$ cat src/rtl/skolem_udiv_ne_check.sv
// skolem_udiv_ne_check
// Sequential checker for the 4-bit bvudiv / != Skolem function block.
// It accepts one (s, t, x) triple per valid/ready transaction and divides
// x by s with a serial restoring divider, one quotient bit per cycle.
// It then emits a registered verdict for the vector and keeps saturating
// pass/fail/vacuous statistics.
//
// Optional feature: define SKOLEM_CHK_FAILCAP_EN to add cap_valid/cap_vec.
// These ports latch the first failing vector seen after reset or clr.
//
// Handshake: a triple transfers on a rising edge where in_valid && in_ready.
// in_ready is high only in IDLE, and in_valid is ignored in every other state.
// s/t/x are sampled only on the accepting edge and may change afterwards.
module skolem_udiv_ne_check #(
  parameter int CNT_W = 16
) (
  input  logic             clk,
  input  logic             rst_n,
  input  logic             clr,
  input  logic             in_valid,
  output logic             in_ready,
  input  logic [3:0]       s,
  input  logic [3:0]       t,
  input  logic [3:0]       x,
  output logic             res_valid,
  output logic [3:0]       res_q,
  output logic             res_pass,
  output logic             res_vac,
  output logic [CNT_W-1:0] checked_cnt,
  output logic [CNT_W-1:0] fail_cnt,
  output logic [CNT_W-1:0] vac_cnt,
  output logic [1:0]       state_dbg
`ifdef SKOLEM_CHK_FAILCAP_EN
  ,
  output logic             cap_valid,
  output logic [11:0]      cap_vec
`endif
);

  typedef enum logic [1:0] {
    IDLE = 2'd0,
    DIV  = 2'd1,
    DONE = 2'd2
  } state_t;

  localparam logic [CNT_W-1:0] CNT_ONE = {{(CNT_W-1){1'b0}}, 1'b1};

  state_t     state;
  logic [3:0] s_r;
  logic [3:0] t_r;
  logic [3:0] x_r;
  // The remainder is always < s after a step, so 4 stored bits suffice.
  // The shifted value r_sh carries the fifth bit for the compare.
  logic [3:0] r;
  logic [3:0] qr;
  logic [1:0] k;

  logic [4:0] r_sh;
  logic       ge;
  logic [3:0] r_nx;
  logic [3:0] q_nx;
  logic       ic;

  assign state_dbg = state;

  // One restoring-division step: shift in x[k], subtract s when it fits.
  always_comb begin
    r_sh  = {r, x_r[k]};
    ge    = (r_sh >= {1'b0, s_r});
    r_nx  = ge ? 4'(r_sh - {1'b0, s_r}) : r_sh[3:0];
    q_nx  = qr;
    q_nx[k] = ge;
    ic    = (s_r != 4'd0) || (t_r != 4'hF);
  end

  // Control FSM with registered handshake and result outputs.
  always_ff @(posedge clk or negedge rst_n) begin
    if (!rst_n) begin
      state     <= IDLE;
      in_ready  <= 1'b1;
      res_valid <= 1'b0;
      res_q     <= 4'd0;
      res_pass  <= 1'b0;
      res_vac   <= 1'b0;
      s_r       <= 4'd0;
      t_r       <= 4'd0;
      x_r       <= 4'd0;
      r         <= 4'd0;
      qr        <= 4'd0;
      k         <= 2'd0;
    end else begin
      case (state)
        IDLE: begin
          if (in_valid) begin
            s_r      <= s;
            t_r      <= t;
            x_r      <= x;
            r        <= 4'd0;
            qr       <= 4'd0;
            k        <= 2'd3;
            in_ready <= 1'b0;
            state    <= DIV;
          end
        end
        DIV: begin
          r  <= r_nx;
          qr <= q_nx;
          k  <= k - 2'd1;
          if (k == 2'd0) begin
            // s == 0 makes every step fit, so Q ends at 4'hF without a special path.
            res_valid <= 1'b1;
            res_q     <= q_nx;
            res_vac   <= ~ic;
            res_pass  <= ~ic | (q_nx != t_r);
            state     <= DONE;
          end
        end
        DONE: begin
          res_valid <= 1'b0;
          in_ready  <= 1'b1;
          state     <= IDLE;
        end
        default: begin
          res_valid <= 1'b0;
          in_ready  <= 1'b1;
          state     <= IDLE;
        end
      endcase
    end
  end

  // Saturating statistics, updated on the DONE->IDLE edge; clr has priority.
  always_ff @(posedge clk or negedge rst_n) begin
    if (!rst_n) begin
      checked_cnt <= '0;
      fail_cnt    <= '0;
      vac_cnt     <= '0;
    end else if (clr) begin
      checked_cnt <= '0;
      fail_cnt    <= '0;
      vac_cnt     <= '0;
    end else if (state == DONE) begin
      if (checked_cnt != '1) checked_cnt <= checked_cnt + CNT_ONE;
      if (!res_pass && (fail_cnt != '1)) fail_cnt <= fail_cnt + CNT_ONE;
      if (res_vac && (vac_cnt != '1)) vac_cnt <= vac_cnt + CNT_ONE;
    end
  end

`ifdef SKOLEM_CHK_FAILCAP_EN
  // Sticky capture of the first failing vector as {t, s, x}.
  always_ff @(posedge clk or negedge rst_n) begin
    if (!rst_n) begin
      cap_valid <= 1'b0;
      cap_vec   <= 12'd0;
    end else if (clr) begin
      cap_valid <= 1'b0;
      cap_vec   <= 12'd0;
    end else if ((state == DONE) && !res_pass && !cap_valid) begin
      cap_valid <= 1'b1;
      cap_vec   <= {t_r, s_r, x_r};
    end
  end
`endif

endmodule
$ cat config.mk
export PLATFORM = sky130hd
export DESIGN_NAME = skolem_udiv_ne_check
export DESIGN_NICKNAME = d
export VERILOG_FILES = /design/src/rtl/skolem_udiv_ne_check.sv
export SDC_FILE = /design/constraint.sdc
export NUM_CORES = 1
export LEC_CHECK = 0
export BUFFER_PORTS_ARGS = -buffer_cell sky130_fd_sc_hd__buf_4
export CAP_MARGIN = 15
export CORE_MARGIN = 1
export CORE_UTILIZATION = 25
export CTS_CLUSTER_DIAMETER = 100
export DETAILED_ROUTE_END_ITERATION = 8
export PLACE_DENSITY_LB_ADDON = 0.1
export RECOVER_POWER = 25
export SLEW_MARGIN = 0
export SYNTH_ARGS = -nofsm -noshare
export SYNTH_HDL_FRONTEND = slang
export SYNTH_SLANG_ARGS = --single-unit
export TNS_END_PERCENT = 10
$ cat constraint.sdc
create_clock -name clk -period 2.6 [get_ports clk]
set_clock_uncertainty 0.1 [all_clocks]
set_input_delay 0.52 -clock clk [delete_from_list [all_inputs] [get_ports clk]]
set_output_delay 0.52 -clock clk [all_outputs]
set_load 0.1 [all_outputs]
Yosys cells after proc, flatten, opt, wreduce, memory -nomap -nowiden
Cells that the tools add are included.

operators by class
  add/subtract/negate cells = 5
  magnitude comparators = 3
  equal/unequal tests = 9
  muxes and demuxes = 27
  bitwise operators = 4
  reductions and logical operators = 22

operators by type and width
  kind                   number
  $mux 16                9
  $add 16x1->16 const B  3
  $ne 16x16->1 const B   3
  $reduce_and 2->1       9
  $pmux 4 s2             2
  $reduce_bool 2->1      5
  $mux 4                 2
  $pmux 2 s2             2
  $mux 2                 3
  $ge 5x4->1             1
  $bwmux 4               1
  $logic_not 2->1        2
  $mux 1                 4
  $ne 2x2->1 const B     2
  $ne 4x4->1             1
  $ne 4x4->1 const B     1
  $pmux 1 s2             2
  $reduce_bool 4->1      1
  $sub 4x4->4            1
  $logic_and 1x1->1      3
  $lt 2x3->1 const B     1
  $not 1->1              3
  $bmux 1 s2             1
  $demux 1 s2            1
  7 further kinds        7

word-level totals
  flip-flop bits (word level) = 80
  input bits = 16
  output and inout bits = 58
  logic and storage cells = 85

Depth between registers and ports, before layout
  word-level depth = 7
  depth in mapped cells = 9

Worst setup path after synthesis
Ideal clock, no wire load.

  kind = reg-to-reg
  start point = register fail_cnt[0]
  end point = register fail_cnt[12]
  library setup time = 0.128 ns
  data arrival time = 2.476 ns
  data required time = 2.372 ns
  path slack = -0.104 ns
  cell stages (with the launch flop) = 7
  buffers on the path = 0
  clock period less this slack = 2.704 ns
  cells stage by stage = dfrtp_1 ha_1 nand2_1 or3_4 a211oi_4 nand4_1 mux2_1

between the ends
  cells in the longest elaborated chain, start to end = 4

ends and longest elaborated chain
  item                                                  line  text
  start: declaration                                    30    output logic [CNT_W-1:0] fail_cnt,
  start signal: assignment                              144   if (!res_pass && (fail_cnt != '1)) fail_cnt <= fail_cnt + CNT_ONE;
  $add 16x1->16 / $ne 16x16->1 (equally long branches)  144
  $mux 16 / $logic_and 1x1->1 (equally long branches)   144
  $mux 16 / $reduce_bool 2->1 (equally long branches)   n/a
  $mux 16 / $reduce_and 2->1 (equally long branches)    n/a

Several ways; a longest one is shown, not always the timed one. The select of a mux whose other input is x is not followed.
A chain may end at the register's enable or synchronous reset.

Final worst setup path
  start point = register k[0]
  end point = register r[1]

between the ends
  cells in the longest elaborated chain, start to end = 5

ends and longest elaborated chain
  item                                              line    text
  start: declaration                                56      logic [1:0] k;
  start signal: assignment                          108     k <= k - 2'd1;
  $bmux 1 s2 *                                      68      r_sh = {r, x_r[k]};
  $mux 1 (not written as such) *                    68
  $sub 4x4->4 / $ge 5x4->1 (equally long branches)  70, 69
  $mux 4 *                                          70      r_nx = ge ? 4'(r_sh - {1'b0, s_r}) : r_sh[3:0];
  $pmux 4 s2 *                                      92      case (state)
  end signal: assignment                            106     r <= r_nx;
  end: declaration                                  54      logic [3:0] r;

Mark *: on every way between the ends. The rest lies on a longest branch, timed or not. The select of a mux whose other input is x is not followed.

==> flow_summary.toml <==
[outcome]
outcome = "finished, final reports clean"

[worst_setup_path]
data_arrival_time_of_the_worst_path_ns = 2.54
critical_path_buf_inv_count = 1
timing.critical_path.cells = "mux4_2 > inv_1 > ha_1 > nor2b_1 > o31a_1 > nor2_1 > mux2_2 > a22o_1"
cp_slowest_stage_delay_ns = 0.54
worst-setup-path-type = "flip-flop to flip-flop"
cp_max_fo = 6
worst_path_max_delay_cell = "sky130_fd_sc_hd__mux4_2"
end_kind = "flip-flop"
worst_ep_required_time_ns = 2.73
start_kind = "flip-flop"
cpLargestDelayFamily = "multiplexers"

[placement]
place.gp.congestion = 0.762
port_buffers = 73
place.detailed.instances = 707
dp_hpwl_microns = 7920

[drt]
drtIter0Drc = 168
drt_drc_violations_left = 0
routed_via_density = 4.70
drt_pass1_iterations = 4
post_drt_wl_per_cell_microns = 15.1
vias = 3397
routed_wl_microns = 10900
routed_antenna_nets = 0

[sta]
slew_limit_fails = 0
max-slew-margin-rel = 0.268
timing_hold_violations_final = 0
worst-slew-pin-transition_ns = 1.10
setup_viol = 0
max_clock_freq_ghz = 0.415
finalWorstPathRequiredPeriod_ns = 2.41
setup_tns_ns = 0
layout_worst_path_cycle_share = 0.928
rsz_0062_raised_after_global_routing = "false"

[power_and_ir_drop]
sequentialPowerShare = 0.347
switching_share_of_power = 0.404
power_total_mw = 4.88
pwr_density_cell_mw_per_mm2 = 916
p_switching_mw = 1.97
comb_power_share = 0.411
cellInternalPower_mw = 2.91
vdd_drop_max_v = 0.000575
static-leakage-power_nw = 2.38
power.share.clock = 0.241

[yosys]
combinational_family_with_the_most_area_after_synthesis = "simple AND/OR/NAND/NOR gates"
synthesis.instances = 420
syn_avg_cell_area_sq_um = 10.1
synth.top_cells.by_area = "sky130_fd_sc_hd__dfrtp_1 (46%), sky130_fd_sc_hd__nor2_1 (5.6%), sky130_fd_sc_hd__xor2_1 (5.2%)"
postSynth.asyncResetShare = 1.00
compound_gate_portion_of_the_synthesized_area = 0.127
number_of_enable_type_register_cells_in_the_synthesized_netlist = 0
synthDistinctLibCells = 60
post_synth_instance_area_sq_mm = 0.00424
post_synth_fa_ha_maj_area_fraction = 0.0372
synth_xor_xnor_area_share = 0.0827
ys_seq_elements = 79
synth-simple-area-share = 0.204
postSynthNetCount = 448
yosys-top-cells-count = "sky130_fd_sc_hd__dfrtp_1 (78), sky130_fd_sc_hd__nor2_1 (63), sky130_fd_sc_hd__nand2_1 (27)"
yosys.cell_count.top_type = "sky130_fd_sc_hd__dfrtp_1"
synthDominantCellAreaShare = 0.461
ys.warnings.count = 0
synth-main-ff-cell = "sky130_fd_sc_hd__dfrtp_1"
synth-seq-area-share = 0.467
synth_mux_area_frac = 0.0517
synthDominantAreaCellType = "sky130_fd_sc_hd__dfrtp_1"

[clock_network]
clk_transition_reported_paths_ns = 0.06
tritoncts_num_sinks = 79
cts_buffers = 9
clk-insertion-delay-late_ns = 0.34
post_cts.repair.setup_buffers = 0
cts-htree-levels = 3
clk_path_buf_depth = 2
root_buffer_cell = "sky130_fd_sc_hd__clkbuf_16"
cts_tree = "done"

[min_path]
timing.hold.worst.class = "input port to async pin"

[global_route]
grt_usage = 0.133
first_pass_grt_wire_length_microns = 18200
globalRoute.totalOverflow = 0
grt_max_degree = 43
grt_antenna_before_repair = 0
number_of_global_route_vias_before_repair = 3469

[floorplanning]
io_pins = 74
rows = 47
die_h_microns = 132
design.core.area_sq_mm = 0.0166
floorplan.die_area_sq_mm = 0.0175
dieWidth_microns = 132
start_util = 0.255

[flow_run]
cap_viol_max_count = 0

[layout]
n_antenna_cell = 0
post_layout_nonfiller_instances = 722
drive_above_1_share = 0.255
area.growth.synth_to_final_pct = 25.6
design.final.nets = 526
-- cells by family after synthesis --
logic type                 Yosys count
and+or+nand+nor                    167
DFF                                 79
AOI/OAI and AO/OA                   75
xor gates and xnor gates            40
buffers and inverters               28
muxes                               19
adders and majority gates           12
-- power groups by stage --
stage	Combinational [mW]	Clock, mW	Sequential (mW)
5_1_grt	2.20	1.29	1.73
3_5_place_dp	2.01	0	1.72
3_3_place_gp	2.01	0	1.72
2_1_floorplan	1.11	0	2.06
6_report	2.01	1.18	1.69
4_1_cts	2.01	1.23	1.70
-- state kept, by name (all words and copies together), names as in the netlist --
| register | count |
|---|---|
| qr | 3 |
| in_ready | 1 |
| x_r | 4 |
| k | 2 |
| res_vac | 1 |
| t_r | 4 |
| r | 4 |
| res_pass | 1 |
| state_dbg | 2 |
| res_valid | 1 |
| checked_cnt | 16 |
| res_q | 4 |
| s_r | 4 |
| fail_cnt | 16 |
| vac_cnt | 16 |
-- through the flow --
step	setup WS [ns]	instance area (sq um)	hold slack (ns)	utilization
after global routing	0.0280	5320	0.297	0.321
final	0.188	5320	0.277	0.321
after floorplan	0.0520	4240	0.124	-
after detailed placement	0.155	5060	0.378	0.305
after global placement	0.195	5060	0.384	0.305
after CTS	0.148	5330	0.0878	0.321
-- cell usage in the layout, fill, tap and decap left out, types with 9 or more instances in the layout --
master / count
sky130_fd_sc_hd__inv_1: 11
sky130_fd_sc_hd__nand4_1: 15
sky130_fd_sc_hd__ha_1: 11
sky130_fd_sc_hd__buf_4: 81
sky130_fd_sc_hd__mux2_2: 11
sky130_fd_sc_hd__nand3_1: 13
sky130_fd_sc_hd__xnor2_1: 15
sky130_fd_sc_hd__nand2_1: 27
sky130_fd_sc_hd__dfrtp_1: 74
sky130_fd_sc_hd__clkbuf_16: 9
sky130_fd_sc_hd__xor2_1: 25
sky130_fd_sc_hd__a21oi_1: 11
sky130_fd_sc_hd__nor2_1: 63
sky130_fd_sc_hd__o21ai_0: 18
-- path summary, 6_finish.rpt --
kind / from / to / slack [ns] / depth (start not counted)
setup / recovery: k[0] / r[1] / 0.19 / 8
hold / removal: rst_n / checked_cnt[11] / 0.28 / 1
setup reg to reg: k[0] / r[1] / 0.19 / 8
hold reg to reg: res_q[3] / res_q[3] / 0.39 / 1
max in group asynchronous: rst_n / fail_cnt[0] / 0.83 / 2
min in group clk: s[1] / s_r[1] / 0.29 / 3
-- cell type report --
class	instances	area, sq um
Fill cell	1764	11300
Multi-Input combinational cell	313	2130
Sequential cell	79	1980
Timing Repair Buffer	84	621
Tap cell	220	275
Clock buffer	14	264
Inverter	11	41.3
Clock inverter	1	5.00
-- layer usage --
metal	vias up	part of all wire	GRT usage	wire length (microns)
met5	-	0	0	0
met4	0	0.017	0.0575	186
met3	12	0.033	0.0273	357
met2	70	0.48	0.219	5200
met1	1661	0.47	0.170	5130
li1	1654	-	-	-
-- timing repair --
action                                 in CTS  in global routing
setup endpoints to repair                   0                  4
endpoints found under the hold margin       0                  0
hold buffers                                0                  0
gates resized for setup                     0                  2
No activity file was read; power rests on OpenSTA's default activity.
